## src/rtl/phy_rx_nrzi.sv

```systemverilog
// USB 1.1 FS/LS receive path: SYNC hunt, NRZI decode, bit unstuffing and EOP detection.
// One line bit is consumed per rx_dat_en strobe; all outputs are registered.
module phy_rx_nrzi (
   input  logic clk,
   input  logic rst,
   input  logic rx_dat,
   input  logic rx_dat_en,
   input  logic rx_se0,
   output logic rx_nrzi_dat,
   output logic rx_nrzi_dat_en,
   output logic rx_active,
   output logic rx_eop,
   output logic rx_err
);

   localparam logic [1:0] ST_IDLE = 2'd0;
   localparam logic [1:0] ST_SYNC = 2'd1;
   localparam logic [1:0] ST_DATA = 2'd2;
   localparam logic [1:0] ST_EOP  = 2'd3;

   logic [1:0] state, state_n;
   logic       prev_line, prev_line_n;
   logic [1:0] zero_cnt, zero_n;
   logic [2:0] ones_cnt, ones_n;
   logic [1:0] se0_cnt, se0_n;
   logic       dat_n, dat_en_n, active_n, eop_n, err_n;
   logic       to_idle;
   logic       d;

   // NRZI: no transition on the line decodes as 1
   assign d = (rx_dat == prev_line);

   always_comb begin
      state_n     = state;
      prev_line_n = prev_line;
      zero_n      = zero_cnt;
      ones_n      = ones_cnt;
      se0_n       = se0_cnt;
      dat_n       = rx_nrzi_dat;
      dat_en_n    = 1'b0;
      active_n    = rx_active;
      eop_n       = 1'b0;
      err_n       = 1'b0;
      to_idle     = 1'b0;

      if (rx_dat_en) begin
         if (!rx_se0) prev_line_n = rx_dat;

         case (state)
            ST_IDLE: begin
               if (!rx_se0 && !d) begin
                  state_n = ST_SYNC;
                  zero_n  = 2'd1;
               end
            end
            ST_SYNC: begin
               if (rx_se0) begin
                  to_idle = 1'b1;
               end else if (!d) begin
                  if (zero_cnt != 2'd3) zero_n = zero_cnt + 2'd1;
               end else if (zero_cnt == 2'd3) begin
                  // The closing 1 of SYNC is swallowed but starts the stuffing run
                  state_n  = ST_DATA;
                  ones_n   = 3'd1;
                  active_n = 1'b1;
               end else begin
                  to_idle = 1'b1;
               end
            end
            ST_DATA: begin
               if (rx_se0) begin
                  state_n = ST_EOP;
                  se0_n   = 2'd1;
               end else if (ones_cnt == 3'd6) begin
                  if (d) begin
                     err_n    = 1'b1;
                     active_n = 1'b0;
                     to_idle  = 1'b1;
                  end else begin
                     ones_n = 3'd0;
                  end
               end else begin
                  dat_n    = d;
                  dat_en_n = 1'b1;
                  ones_n   = d ? ones_cnt + 3'd1 : 3'd0;
               end
            end
            ST_EOP: begin
               if (rx_se0) begin
                  if (se0_cnt != 2'd3) se0_n = se0_cnt + 2'd1;
               end else begin
                  eop_n    = rx_dat;
                  err_n    = ~rx_dat;
                  active_n = 1'b0;
                  to_idle  = 1'b1;
               end
            end
            default: to_idle = 1'b1;
         endcase

         // Re-arming in IDLE always assumes the bus is parked at J
         if (to_idle) begin
            state_n     = ST_IDLE;
            prev_line_n = 1'b1;
            zero_n      = 2'd0;
            ones_n      = 3'd0;
            se0_n       = 2'd0;
         end
      end
   end

   always_ff @(posedge clk) begin
      if (rst) begin
         state          <= ST_IDLE;
         prev_line      <= 1'b1;
         zero_cnt       <= 2'd0;
         ones_cnt       <= 3'd0;
         se0_cnt        <= 2'd0;
         rx_nrzi_dat    <= 1'b0;
         rx_nrzi_dat_en <= 1'b0;
         rx_active      <= 1'b0;
         rx_eop         <= 1'b0;
         rx_err         <= 1'b0;
      end else begin
         state          <= state_n;
         prev_line      <= prev_line_n;
         zero_cnt       <= zero_n;
         ones_cnt       <= ones_n;
         se0_cnt        <= se0_n;
         rx_nrzi_dat    <= dat_n;
         rx_nrzi_dat_en <= dat_en_n;
         rx_active      <= active_n;
         rx_eop         <= eop_n;
         rx_err         <= err_n;
      end
   end

endmodule
```

## config.mk

```make
export PLATFORM = sky130hd
export DESIGN_NAME = phy_rx_nrzi
export DESIGN_NICKNAME = d
export VERILOG_FILES = /design/src/rtl/phy_rx_nrzi.sv
export SDC_FILE = /design/constraint.sdc
export NUM_CORES = 1
export LEC_CHECK = 0
export CAP_MARGIN = 30
export CORE_MARGIN = 4
export CORE_UTILIZATION = 25
export CTS_CLUSTER_SIZE = 30
export DETAILED_ROUTE_END_ITERATION = 7
export GPL_TIMING_DRIVEN = 0
export PLACE_DENSITY = 0.51
export SYNTH_ARGS = -nofsm -noshare
export SYNTH_HDL_FRONTEND = slang
export SYNTH_SLANG_ARGS = --single-unit
```

## constraint.sdc

```tcl
create_clock -name clk -period 3.65 [get_ports clk]
set_input_delay 1.095 -clock clk [delete_from_list [all_inputs] [get_ports clk]]
set_output_delay 1.095 -clock clk [all_outputs]
set_load 0.005 [all_outputs]
```

==> Yosys cells after proc, flatten, opt, wreduce, memory -nomap -nowiden <==
Index checks and enable logic that the tools add are counted.
{ "word_totals": {"ff_bits": 13, "input_bits": 5, "rom_bits": 0, "mem_count": 0, "latch_bits": 0, "ram_bits": 0, "word_cells": 101} }
{ "classes": {"n_mux": 43, "eq_ne": 24, "n_div": 0, "multipliers": 0, "add_sub_neg": 2, "bitwise_logic": 6, "order_cmp": 0, "reduce_logical": 17, "n_shift": 0} }
{ "ops": {"columns": ["operator", "n"], "rows": [
  ["$mux 3", 8],
  ["$ne 3x3->1 const B", 8],
  ["$mux 2", 10],
  ["$mux 1", 19],
  ["$ne 2x2->1 const B", 8],
  ["$reduce_and 7->1", 2],
  ["$reduce_and 9->1", 1],
  ["$reduce_bool 3->1", 3],
  ["$reduce_or 4->1", 2],
  ["$eq 2x2->1 const B", 3],
  ["$not 1->1", 6],
  ["$pmux 1 s3", 2],
  ["$pmux 2 s3", 1],
  ["$pmux 3 s2", 1],
  ["$reduce_and 6->1", 1],
  ["$ne 4x4->1 const B", 1],
  ["$pmux 2 s2", 1],
  ["$reduce_and 4->1", 1],
  ["$reduce_bool 4->1", 1],
  ["$add 3x1->3 const B", 1],
  ["$eq 3x3->1 const B", 1],
  ["$add 2x1->2 const B", 1],
  ["$eq 2x1->1 const B", 1],
  ["$logic_not 1->1", 2],
  ["7 further kinds", 7]
]} }

==> Logic depth before layout (Yosys ltp) <==
Gate-level depths: netlist (run 1).
{ "depth": {"word_depth": 8, "depth_mapped": 9, "depth_no_buf": 7} }

==> Worst setup path before layout (run 1) <==
Ideal clock, no wire load.
{ "synth_path": {"kind": "input port to flip-flop", "start": "in rx_se0", "end": "reg zero_cnt[0]", "required_time_ns": 3.576, "path_slack_ns": 1.148, "arrival_ns": 2.428, "path_stages": 6, "n_path_buf": 1, "cell_sequence": "buf_2 -> and4b_1 -> a2111o_1 -> nand4_2 -> or4b_1 -> a31oi_1"} }
{ "synth_via": {"elab_chain_len": 5, "word_cells_on_any_way": 14} }
{ "synth_lines": {"columns": ["element", "line", "source"], "rows": [
  ["from (decl)", "8", "input logic rx_se0,"],
  ["$mux 1, on equally long branches", "89, 57, 71", null],
  ["$pmux 1 s3", "49", "case (state)"],
  ["$mux 1", "46", "if (rx_dat_en) begin"],
  ["$ne 3x3->1 (no source line) or $reduce_bool 3->1 (tied branches)", null, null],
  ["$reduce_and 6->1 (no source line)", null, null],
  ["to (signal assigned)", "127", "zero_cnt <= zero_n;"],
  ["to (decl)", "23", "logic [1:0] zero_cnt, zero_n;"]
]} }
Parallel ways exist; a longest one is shown, timed or not. The select of a mux whose other input is x is not followed.
A chain may end at the register's enable or synchronous reset.

==> Worst setup path after layout (run 1) <==
{ "layout_path": {"start": "in rx_dat", "end": "reg zero_cnt[0]"} }
{ "layout_via": {"elab_chain_len": 8, "word_cells_on_any_way": 17} }
{ "layout_lines": {"columns": ["element", "line", "source"], "rows": [
  ["from (decl)", "6", "input logic rx_dat,"],
  ["$eq 1x1->1 (*)", "31", "assign d = (rx_dat == prev_line);"],
  ["$mux 1", "75", "if (d) begin"],
  ["$mux 1", "74", "end else if (ones_cnt == 3'd6) begin"],
  ["$mux 1", "71", "if (rx_se0) begin"],
  ["$pmux 1 s3", "49", null],
  ["$mux 1", "46", null],
  ["$ne 3x3->1 (no source line) or $reduce_bool 3->1 (tied branches)", null, null],
  ["$reduce_and 6->1 (no source line)", null, null]
]} }
Every way passes the cells marked *; elsewhere a longest branch is shown, timed or not. The select of a mux whose other input is x is not followed.

==> impl_results.html, run 1 <==
<table>
<tr><th>Metric</th><th>Value</th></tr>
<tr><th colspan="2">Run status</th></tr>
<tr><td>Outcome</td><td>complete, no violations</td></tr>
<tr><th colspan="2">Global route</th></tr>
<tr><td>Global-route usage over all layers</td><td>9.86%</td></tr>
<tr><td>Largest net degree at the start of global routing</td><td>11</td></tr>
<tr><td>Number of global-route vias before repair</td><td>855</td></tr>
<tr><td>First-pass GRT wire length</td><td>3930 um</td></tr>
<tr><td>Remaining Overflow, GRT</td><td>0</td></tr>
<tr><td>Antenna violations before repair</td><td>0</td></tr>
<tr><th colspan="2">STA</th></tr>
<tr><td>Tmin final</td><td>2.91 ns</td></tr>
<tr><td>Share of the clock period used by the worst path after layout</td><td>79.7%</td></tr>
<tr><td>Maximum clock frequency</td><td>0.344 GHz</td></tr>
<tr><td>Total Neg Setup Slack</td><td>0 ns</td></tr>
<tr><td>Number of hold-slack violations in the final timing report</td><td>0</td></tr>
<tr><td>Worst hold slack</td><td>0.479 ns</td></tr>
<tr><td>Slew headroom</td><td>67.2%</td></tr>
<tr><td>Transition time at the pin with the least slew margin</td><td>0.492 ns</td></tr>
<tr><td>Worst Clk Skew</td><td>0.00711 ns</td></tr>
<tr><td>Max Transition Viols Final</td><td>0</td></tr>
<tr><td>Post-route worst setup slack</td><td>0.742 ns</td></tr>
<tr><td>Unrepaired setup endpoints after global routing</td><td>no</td></tr>
<tr><td>Number of endpoints failing setup at the final stage</td><td>0</td></tr>
<tr><th colspan="2">Clock tree</th></tr>
<tr><td>CTS H-tree depth</td><td>1</td></tr>
<tr><td>Hold buffer count at CTS</td><td>0</td></tr>
<tr><td>Sinks on the clock net</td><td>13</td></tr>
<tr><td>Post-CTS clock slew at the launch and capture registers of the worst setup and hold paths</td><td>0.05 ns</td></tr>
<tr><td>Setup Buffers After CTS</td><td>0</td></tr>
<tr><td>Clock Path Buffers</td><td>2</td></tr>
<tr><td>Number of resized instances in the post-cts repair step</td><td>0</td></tr>
<tr><td>Clock tree from TritonCTS</td><td>built</td></tr>
<tr><td>Cell at the root of the clock tree</td><td>sky130_fd_sc_hd__clkbuf_8</td></tr>
<tr><td>Number of buffers added by the clock tree synthesis step</td><td>3</td></tr>
<tr><td>Worst-skew pair later-pin latency</td><td>0.24 ns</td></tr>
<tr><th colspan="2">Critical path</th></tr>
<tr><td>Worst Path Required</td><td>3.81 ns</td></tr>
<tr><td>Arrival time of data at the critical path endpoint</td><td>3.07 ns</td></tr>
<tr><td>Kind of end point of the critical path</td><td>flop</td></tr>
<tr><td>Cell breakdown of the critical path</td><td>clkdlybuf4s50_1, xnor2_2, a2111o_1, nand4_2, or4b_1, a31oi_1</td></tr>
<tr><td>Slowest stage cell on the critical path</td><td>sky130_fd_sc_hd__clkdlybuf4s50_1</td></tr>
<tr><td>Kind of cell with the highest combined delay on the critical path</td><td>simple AND/OR/NAND/NOR gates</td></tr>
<tr><td>Crit path buf inv count</td><td>1</td></tr>
<tr><td>Critical Setup Path Class</td><td>in2reg</td></tr>
<tr><td>Worst reg-to-reg path cell count</td><td>9</td></tr>
<tr><td>Slowest stage delay, CP</td><td>0.52 ns</td></tr>
<tr><td>Largest driver fanout on the critical path</td><td>8</td></tr>
<tr><td>Crit. path cell count</td><td>6</td></tr>
<tr><td>CP Launch Type</td><td>input port</td></tr>
<tr><th colspan="2">Hold path</th></tr>
<tr><td>Number of cells traversed by the worst hold path</td><td>2</td></tr>
<tr><td>Hold/Removal Path Class</td><td>reg2reg</td></tr>
<tr><th colspan="2">Placement</th></tr>
<tr><td>Port Buf Inserts</td><td>7</td></tr>
<tr><td>Final weighted congestion in routability-driven placement</td><td>0.767</td></tr>
<tr><td>Post-Place Setup Slack</td><td>0.495 ns</td></tr>
<tr><td>Post-DP HPWL</td><td>1690 um</td></tr>
<tr><td>Total placed cells including tap cells</td><td>171</td></tr>
<tr><th colspan="2">Logic synthesis</th></tr>
<tr><td>Proportion of register bits with asynchronous set or reset after synthesis</td><td>0%</td></tr>
<tr><td>Synthesized instance count</td><td>118</td></tr>
<tr><td>Syn_nets</td><td>130</td></tr>
<tr><td>Syn Std Cell Area</td><td>935 um2</td></tr>
<tr><td>Flip-flop and latch count after synthesis</td><td>13</td></tr>
<tr><td>Ys Warns</td><td>0</td></tr>
<tr><td>Number of flops mapped to enable cells by yosys</td><td>0</td></tr>
<tr><td>Post-synth cell types</td><td>39</td></tr>
<tr><td>Most frequently used flop master after synthesis</td><td>sky130_fd_sc_hd__dfxtp_1</td></tr>
<tr><td>Sequential fraction of the synthesis area</td><td>27.8%</td></tr>
<tr><td>Post-Syn Area per Cell</td><td>7.92 um2</td></tr>
<tr><th colspan="2">Floorplan</th></tr>
<tr><td>Die Y-Extent</td><td>69.1 um</td></tr>
<tr><td>Die Area</td><td>0.00478 mm2</td></tr>
<tr><td>Standard-cell row count</td><td>21</td></tr>
<tr><td>IO Pins</td><td>10</td></tr>
<tr><td>Die boundary width</td><td>69.1 um</td></tr>
<tr><td>Core area</td><td>0.00347 mm2</td></tr>
<tr><td>Initial standard-cell utilization of the core</td><td>26.9%</td></tr>
<tr><th colspan="2">Routing</th></tr>
<tr><td>Wire per inst</td><td>12.4 um</td></tr>
<tr><td>Final Routed Wirelength</td><td>2170 um</td></tr>
<tr><td>Via-to-Cell Ratio</td><td>4.99</td></tr>
<tr><td>Via count</td><td>873</td></tr>
<tr><td>Initial DRC count</td><td>41</td></tr>
<tr><td>Detail Route Antenna Nets</td><td>0</td></tr>
<tr><td># DRC</td><td>0</td></tr>
<tr><td>Number of iterations in the first detailed-routing pass</td><td>4</td></tr>
<tr><th colspan="2">Cells and area</th></tr>
<tr><td>Layout Cells excl Fill</td><td>175</td></tr>
<tr><td>Commonest non-fill, non-tap cells in the layout</td><td>sky130_fd_sc_hd__nand2_1, sky130_fd_sc_hd__dfxtp_1, sky130_fd_sc_hd__nand3_1</td></tr>
<tr><td>Number of filler instances in the final layout</td><td>384</td></tr>
<tr><td>ANT cells</td><td>0</td></tr>
<tr><td>Area of the multi-input gates</td><td>616 um2</td></tr>
<tr><td>Core utilization of the finished layout</td><td>31.9%</td></tr>
<tr><td>Nets@finish</td><td>142</td></tr>
<tr><td>Fraction of layout instances using a drive strength above 1</td><td>8.53%</td></tr>
<tr><td>Synth-to-layout area growth</td><td>18.5%</td></tr>
<tr><td>Register Area</td><td>260 um2</td></tr>
<tr><th colspan="2">Power</th></tr>
<tr><td>Cell leakage power</td><td>0.000380 uW</td></tr>
<tr><td>Pwr dens</td><td>340 mW/mm2</td></tr>
<tr><td>Largest voltage drop on the vdd net</td><td>0.000102 V</td></tr>
<tr><th colspan="2">Job</th></tr>
<tr><td>Count of max-cap constraint violations</td><td>0</td></tr>
</table>
-- Yosys cell counts (2+ instances only) --
| library cell | n | area (um2) |
|---|---|---|
| sky130_fd_sc_hd__or3b_1 | 3 | 26.3 |
| sky130_fd_sc_hd__inv_1 | 7 | 26.3 |
| sky130_fd_sc_hd__or3_1 | 2 | 12.5 |
| sky130_fd_sc_hd__and4_1 | 2 | 17.5 |
| sky130_fd_sc_hd__nor3b_1 | 2 | 15.0 |
| sky130_fd_sc_hd__ha_1 | 7 | 87.6 |
| sky130_fd_sc_hd__o21ai_0 | 4 | 20.0 |
| sky130_fd_sc_hd__a21oi_1 | 7 | 35.0 |
| sky130_fd_sc_hd__nor2b_1 | 2 | 12.5 |
| sky130_fd_sc_hd__nor2_1 | 6 | 22.5 |
| sky130_fd_sc_hd__a31oi_1 | 4 | 25.0 |
| sky130_fd_sc_hd__nand2b_1 | 6 | 37.5 |
| sky130_fd_sc_hd__o211ai_1 | 2 | 15.0 |
| sky130_fd_sc_hd__nor3_1 | 2 | 10.0 |
| sky130_fd_sc_hd__nand3_1 | 11 | 55.1 |
| sky130_fd_sc_hd__a2111o_1 | 2 | 22.5 |
| sky130_fd_sc_hd__dfxtp_1 | 13 | 260 |
| sky130_fd_sc_hd__clkbuf_1 | 3 | 11.3 |
| sky130_fd_sc_hd__nand2_1 | 13 | 48.8 |
-- final cells by class --
type	instances	share of cell area, %
timing repair buffer	7	6.33
clock buffer	4	4.07
multi-input combinational	92	55.6
tap	46	5.20
buffer	6	2.94
inverter	7	2.37
sequential	13	23.5
-- layer usage --
metal / vias to the layer above / global-route usage (%) / wire length [um]
li1: 453 / - / -
met1: 398 / 12.2 / 1080
met2: 20 / 16.7 / 990
met3: 2 / 2.62 / 74
met4: 0 / 2.60 / 21
met5: - / 0 / 0
-- through the flow --
stage | cell area [um2] | total power, uW
floorplan | 935 | 229
global placement | 1060 | 249
detailed placement | 1060 | 252
CTS | 1110 | 382
global route | 1110 | 398
finish | 1110 | 376
-- path summary, 6_finish.rpt --
check                            startpoint     endpoint  slack (ns)
worst max-delay path                 rx_dat  zero_cnt[0]        0.74
worst min-delay path            rx_nrzi_dat  rx_nrzi_dat        0.48
worst max register to register     state[0]     state[1]        1.38
worst min register to register  rx_nrzi_dat  rx_nrzi_dat        0.48
-- state kept, by name, indices dropped and copies added, names as in the netlist --
register / flops
rx_eop: 1
zero_cnt: 2
state: 2
ones_cnt: 3
rx_err: 1
rx_nrzi_dat: 1
rx_active: 1
prev_line: 1
rx_nrzi_dat_en: 1
-- worst reg2reg max path: stages (launching register included) --
cell and delay (ns):
sky130_fd_sc_hd__dfxtp_1 0.40, sky130_fd_sc_hd__inv_1 0.10, sky130_fd_sc_hd__ha_1 0.20, sky130_fd_sc_hd__clkbuf_2 0.18
sky130_fd_sc_hd__and4b_1 0.25, sky130_fd_sc_hd__a21oi_1 0.23, sky130_fd_sc_hd__a31o_2 0.21, sky130_fd_sc_hd__buf_6 0.14
sky130_fd_sc_hd__or3b_1 0.36, sky130_fd_sc_hd__a31oi_1 0.13
-- logic make-up after synthesis --
group / synth area share, %
compound gates: 20.3
xor+xnor: 2.68
simple gates: 32.4
buf+inv: 6.29
fa+ha+maj: 9.37
mux: 1.07
flops: 27.8
-- power by group --
group,internal (uW),total [uW],switching (uW)
sequential,150,158,8.65
combinational,36.5,90.9,54.4
clock,76.9,127,49.9
Power figures use the tool's default switching activity.
==> inputs of run 2 (changes only) <==
- PLACE_DENSITY: 0.51 -> 0.52
- clock period: 3.65 -> 2.5 ns (I/O delays scaled with it)
==> impl_results.html, run 2 (synthesis results as in run 1) <==
<table>
<tr><th>Metric</th><th>Value</th></tr>
<tr><th colspan="2">Run status</th></tr>
<tr><td>Outcome</td><td>complete, no violations (unchanged)</td></tr>
<tr><th colspan="2">STA</th></tr>
<tr><td>Max Transition Viols Final</td><td>0 (unchanged)</td></tr>
<tr><td>Slew headroom</td><td>67.5% (was 67.2%)</td></tr>
<tr><td>Total Neg Setup Slack</td><td>0 ns (unchanged)</td></tr>
<tr><td>Post-route worst setup slack</td><td>0.267 ns (was 0.742 ns)</td></tr>
<tr><td>Unrepaired setup endpoints after global routing</td><td>no (unchanged)</td></tr>
<tr><td>Number of hold-slack violations in the final timing report</td><td>0 (unchanged)</td></tr>
<tr><td>Share of the clock period used by the worst path after layout</td><td>89.3%</td></tr>
<tr><td>Transition time at the pin with the least slew margin</td><td>0.487 ns (was 0.492 ns)</td></tr>
<tr><td>Maximum clock frequency</td><td>0.448 GHz</td></tr>
<tr><td>Worst Clk Skew</td><td>0.00481 ns (was 0.00711 ns)</td></tr>
<tr><td>Tmin final</td><td>2.23 ns</td></tr>
<tr><td>Number of endpoints failing setup at the final stage</td><td>0 (unchanged)</td></tr>
<tr><th colspan="2">Critical path</th></tr>
<tr><td>CP Launch Type</td><td>flop (was input port)</td></tr>
<tr><td>Slowest stage delay, CP</td><td>0.38 ns (was 0.52 ns)</td></tr>
<tr><td>Crit path buf inv count</td><td>3 (was 1)</td></tr>
<tr><td>Critical Setup Path Class</td><td>reg2reg (was in2reg)</td></tr>
<tr><td>Worst Path Required</td><td>2.68 ns (was 3.81 ns)</td></tr>
<tr><td>Slowest stage cell on the critical path</td><td>sky130_fd_sc_hd__dfxtp_1 (was sky130_fd_sc_hd__clkdlybuf4s50_1)</td></tr>
<tr><td>Kind of cell with the highest combined delay on the critical path</td><td>simple AND/OR/NAND/NOR gates (unchanged)</td></tr>
<tr><td>Arrival time of data at the critical path endpoint</td><td>2.41 ns (was 3.07 ns)</td></tr>
<tr><td>Cell breakdown of the critical path</td><td>inv_1, ha_1, clkbuf_2, and4b_1, a21oi_1, a31o_2, buf_6, or3b_1, a31oi_1 (was clkdlybuf4s50_1, xnor2_2, a2111o_1, nand4_2, or4b_1, a31oi_1)</td></tr>
<tr><td>Largest driver fanout on the critical path</td><td>10 (was 8)</td></tr>
<tr><td>Kind of end point of the critical path</td><td>flop (unchanged)</td></tr>
<tr><th colspan="2">Floorplan</th></tr>
<tr><td>Die Area</td><td>0.00478 mm2 (unchanged)</td></tr>
<tr><td>Core area</td><td>0.00347 mm2 (unchanged)</td></tr>
<tr><td>Die boundary width</td><td>69.1 um (unchanged)</td></tr>
<tr><td>Die Y-Extent</td><td>69.1 um (unchanged)</td></tr>
<tr><td>IO Pins</td><td>10 (unchanged)</td></tr>
<tr><td>Standard-cell row count</td><td>21 (unchanged)</td></tr>
<tr><td>Initial standard-cell utilization of the core</td><td>26.9% (unchanged)</td></tr>
<tr><th colspan="2">Job</th></tr>
<tr><td>Count of max-cap constraint violations</td><td>0 (unchanged)</td></tr>
<tr><th colspan="2">Clock tree</th></tr>
<tr><td>Post-CTS clock slew at the launch and capture registers of the worst setup and hold paths</td><td>0.06 ns (was 0.05 ns)</td></tr>
<tr><td>Number of buffers added by the clock tree synthesis step</td><td>3 (unchanged)</td></tr>
<tr><td>CTS H-tree depth</td><td>1 (unchanged)</td></tr>
<tr><td>Sinks on the clock net</td><td>13 (unchanged)</td></tr>
<tr><td>Clock Path Buffers</td><td>2 (unchanged)</td></tr>
<tr><td>Clock tree from TritonCTS</td><td>built (unchanged)</td></tr>
<tr><td>Worst-skew pair later-pin latency</td><td>0.25 ns (was 0.24 ns)</td></tr>
<tr><td>Cell at the root of the clock tree</td><td>sky130_fd_sc_hd__clkbuf_8 (unchanged)</td></tr>
<tr><td>Hold buffer count at CTS</td><td>0 (unchanged)</td></tr>
<tr><th colspan="2">Routing</th></tr>
<tr><td>Via-to-Cell Ratio</td><td>4.99 (about the same)</td></tr>
<tr><td>Final Routed Wirelength</td><td>2160 um (was 2170 um)</td></tr>
<tr><td>Via count</td><td>879 (was 873)</td></tr>
<tr><td>Wire per inst</td><td>12.3 um (was 12.4 um)</td></tr>
<tr><td>Initial DRC count</td><td>54 (was 41)</td></tr>
<tr><td>Detail Route Antenna Nets</td><td>0 (unchanged)</td></tr>
<tr><td>Number of iterations in the first detailed-routing pass</td><td>4 (unchanged)</td></tr>
<tr><td># DRC</td><td>0 (unchanged)</td></tr>
<tr><th colspan="2">Placement</th></tr>
<tr><td>Post-Place Setup Slack</td><td>-0.290 ns (was 0.495 ns)</td></tr>
<tr><td>Port Buf Inserts</td><td>7 (unchanged)</td></tr>
<tr><td>Final weighted congestion in routability-driven placement</td><td>0.772 (was 0.767)</td></tr>
<tr><td>Total placed cells including tap cells</td><td>171 (unchanged)</td></tr>
<tr><td>Post-DP HPWL</td><td>1620 um (was 1690 um)</td></tr>
<tr><th colspan="2">Global route</th></tr>
<tr><td>Antenna violations before repair</td><td>0 (unchanged)</td></tr>
<tr><td>Largest net degree at the start of global routing</td><td>11 (unchanged)</td></tr>
<tr><td>Remaining Overflow, GRT</td><td>0 (unchanged)</td></tr>
<tr><td>Number of global-route vias before repair</td><td>840 (was 855)</td></tr>
<tr><td>Global-route usage over all layers</td><td>9.78% (was 9.86%)</td></tr>
<tr><td>First-pass GRT wire length</td><td>3840 um (was 3930 um)</td></tr>
<tr><th colspan="2">Hold path</th></tr>
<tr><td>Hold/Removal Path Class</td><td>reg2reg (unchanged)</td></tr>
<tr><th colspan="2">Cells and area</th></tr>
<tr><td>Flip-flop count of the largest register after layout</td><td>3 (unchanged)</td></tr>
<tr><td>Layout Cells excl Fill</td><td>176 (was 175)</td></tr>
<tr><td>Nets@finish</td><td>143 (was 142)</td></tr>
<tr><td>Fraction of layout instances using a drive strength above 1</td><td>10.0% (was 8.53%)</td></tr>
<tr><td>Regs by FF count</td><td>ones_cnt (3), state (2), zero_cnt (2) (unchanged)</td></tr>
<tr><td>Synth-to-layout area growth</td><td>21.6% (was 18.5%)</td></tr>
<tr><td>Commonest non-fill, non-tap cells in the layout</td><td>sky130_fd_sc_hd__nand2_1, sky130_fd_sc_hd__dfxtp_1, sky130_fd_sc_hd__nand3_1 (unchanged)</td></tr>
<tr><td>ANT cells</td><td>0 (unchanged)</td></tr>
<tr><td>Largest register by flop count</td><td>ones_cnt (unchanged)</td></tr>
<tr><th colspan="2">Power</th></tr>
<tr><td>Largest voltage drop on the vdd net</td><td>0.000155 V (was 0.000102 V)</td></tr>
<tr><td>Cell leakage power</td><td>0.000397 uW (was 0.000380 uW)</td></tr>
<tr><td>Pwr dens</td><td>497 mW/mm2 (was 340 mW/mm2)</td></tr>
</table>
run 2: changes by cell type in the layout (fill, tap and decap cells not counted), sizes merged:
cell,previous run,this run
buf,2,3
dlymetal6s2s,0,1
clkdlybuf4s50,7,6
run 2: layout make-up:
| class | instances | area [um2] |
|---|---|---|
| plain buffers | 6 | 32.5 |
| clock buffers | 4 | 45.0 |
| fillers | 380 | 2330 |
| inverters | 7 | 26.3 |
| multi-input cells | 92 | 634 |
| flip-flops and latches | 13 | 260 |
| well taps | 46 | 57.6 |
| repair buffers | 8 | 80.1 |
run 2: tightest hold or removal path, cell delays in order (launching register included):
cell	delay [ns]
sky130_fd_sc_hd__dfxtp_1	0.30
sky130_fd_sc_hd__o21ai_0	0.06
sky130_fd_sc_hd__a21oi_1	0.06
run 2: timing repair:
action	4_1_cts	5_1_grt
gates resized for setup	0	3
hold endpoints to repair	0	0
setup buffers	0	1
pin swaps	0	1
setup endpoints to repair	2	7
run 2: power by group:
part | total (uW) | switching (uW) | leakage (uW) | internal, uW
Clock | 195 | 82.6 | 0.0000228 | 113
Combinational | 138 | 81.1 | 0.000269 | 56.8
Sequential | 232 | 13.2 | 0.000105 | 218
Total | 565 | 177 | 0.000397 | 388
run 2: routing by layer:
layer | routed length, um | part of all wire, % | GRT usage [%]
met1 | 1110 | 51 | 12.6
met2 | 962 | 45 | 15.7
met3 | 43 | 2.0 | 1.74
met4 | 44 | 2.0 | 4.56
met5 | 0 | 0 | 0
run 2: stage by stage:
stage,cell area (um2),utilization [%],hold WS (ns),total power [uW]
after global placement,1060,30.6,0.464,364
after global routing,1140,32.8,0.508,602
final,1140,32.8,0.473,565
after detailed placement,1060,30.6,0.469,368
after floorplan,935,-,0.466,335
after CTS,1110,31.9,0.478,565
run 2: final timing paths:
| check | start | end | slack, ns | cells past startpoint |
|---|---|---|---|---|
| hold / removal | rx_nrzi_dat | rx_nrzi_dat | 0.47 | 2 |
| setup / recovery | state[0] | state[1] | 0.27 | 9 |
| setup reg to reg | state[0] | state[1] | 0.27 | 9 |
| hold reg to reg | rx_nrzi_dat | rx_nrzi_dat | 0.47 | 2 |
==> inputs of run 3 (changes only) <==
- SLEW_MARGIN: not set -> 30
==> results of run 3 <==
Final layout, timing and power as in run 2 (identical DEF).
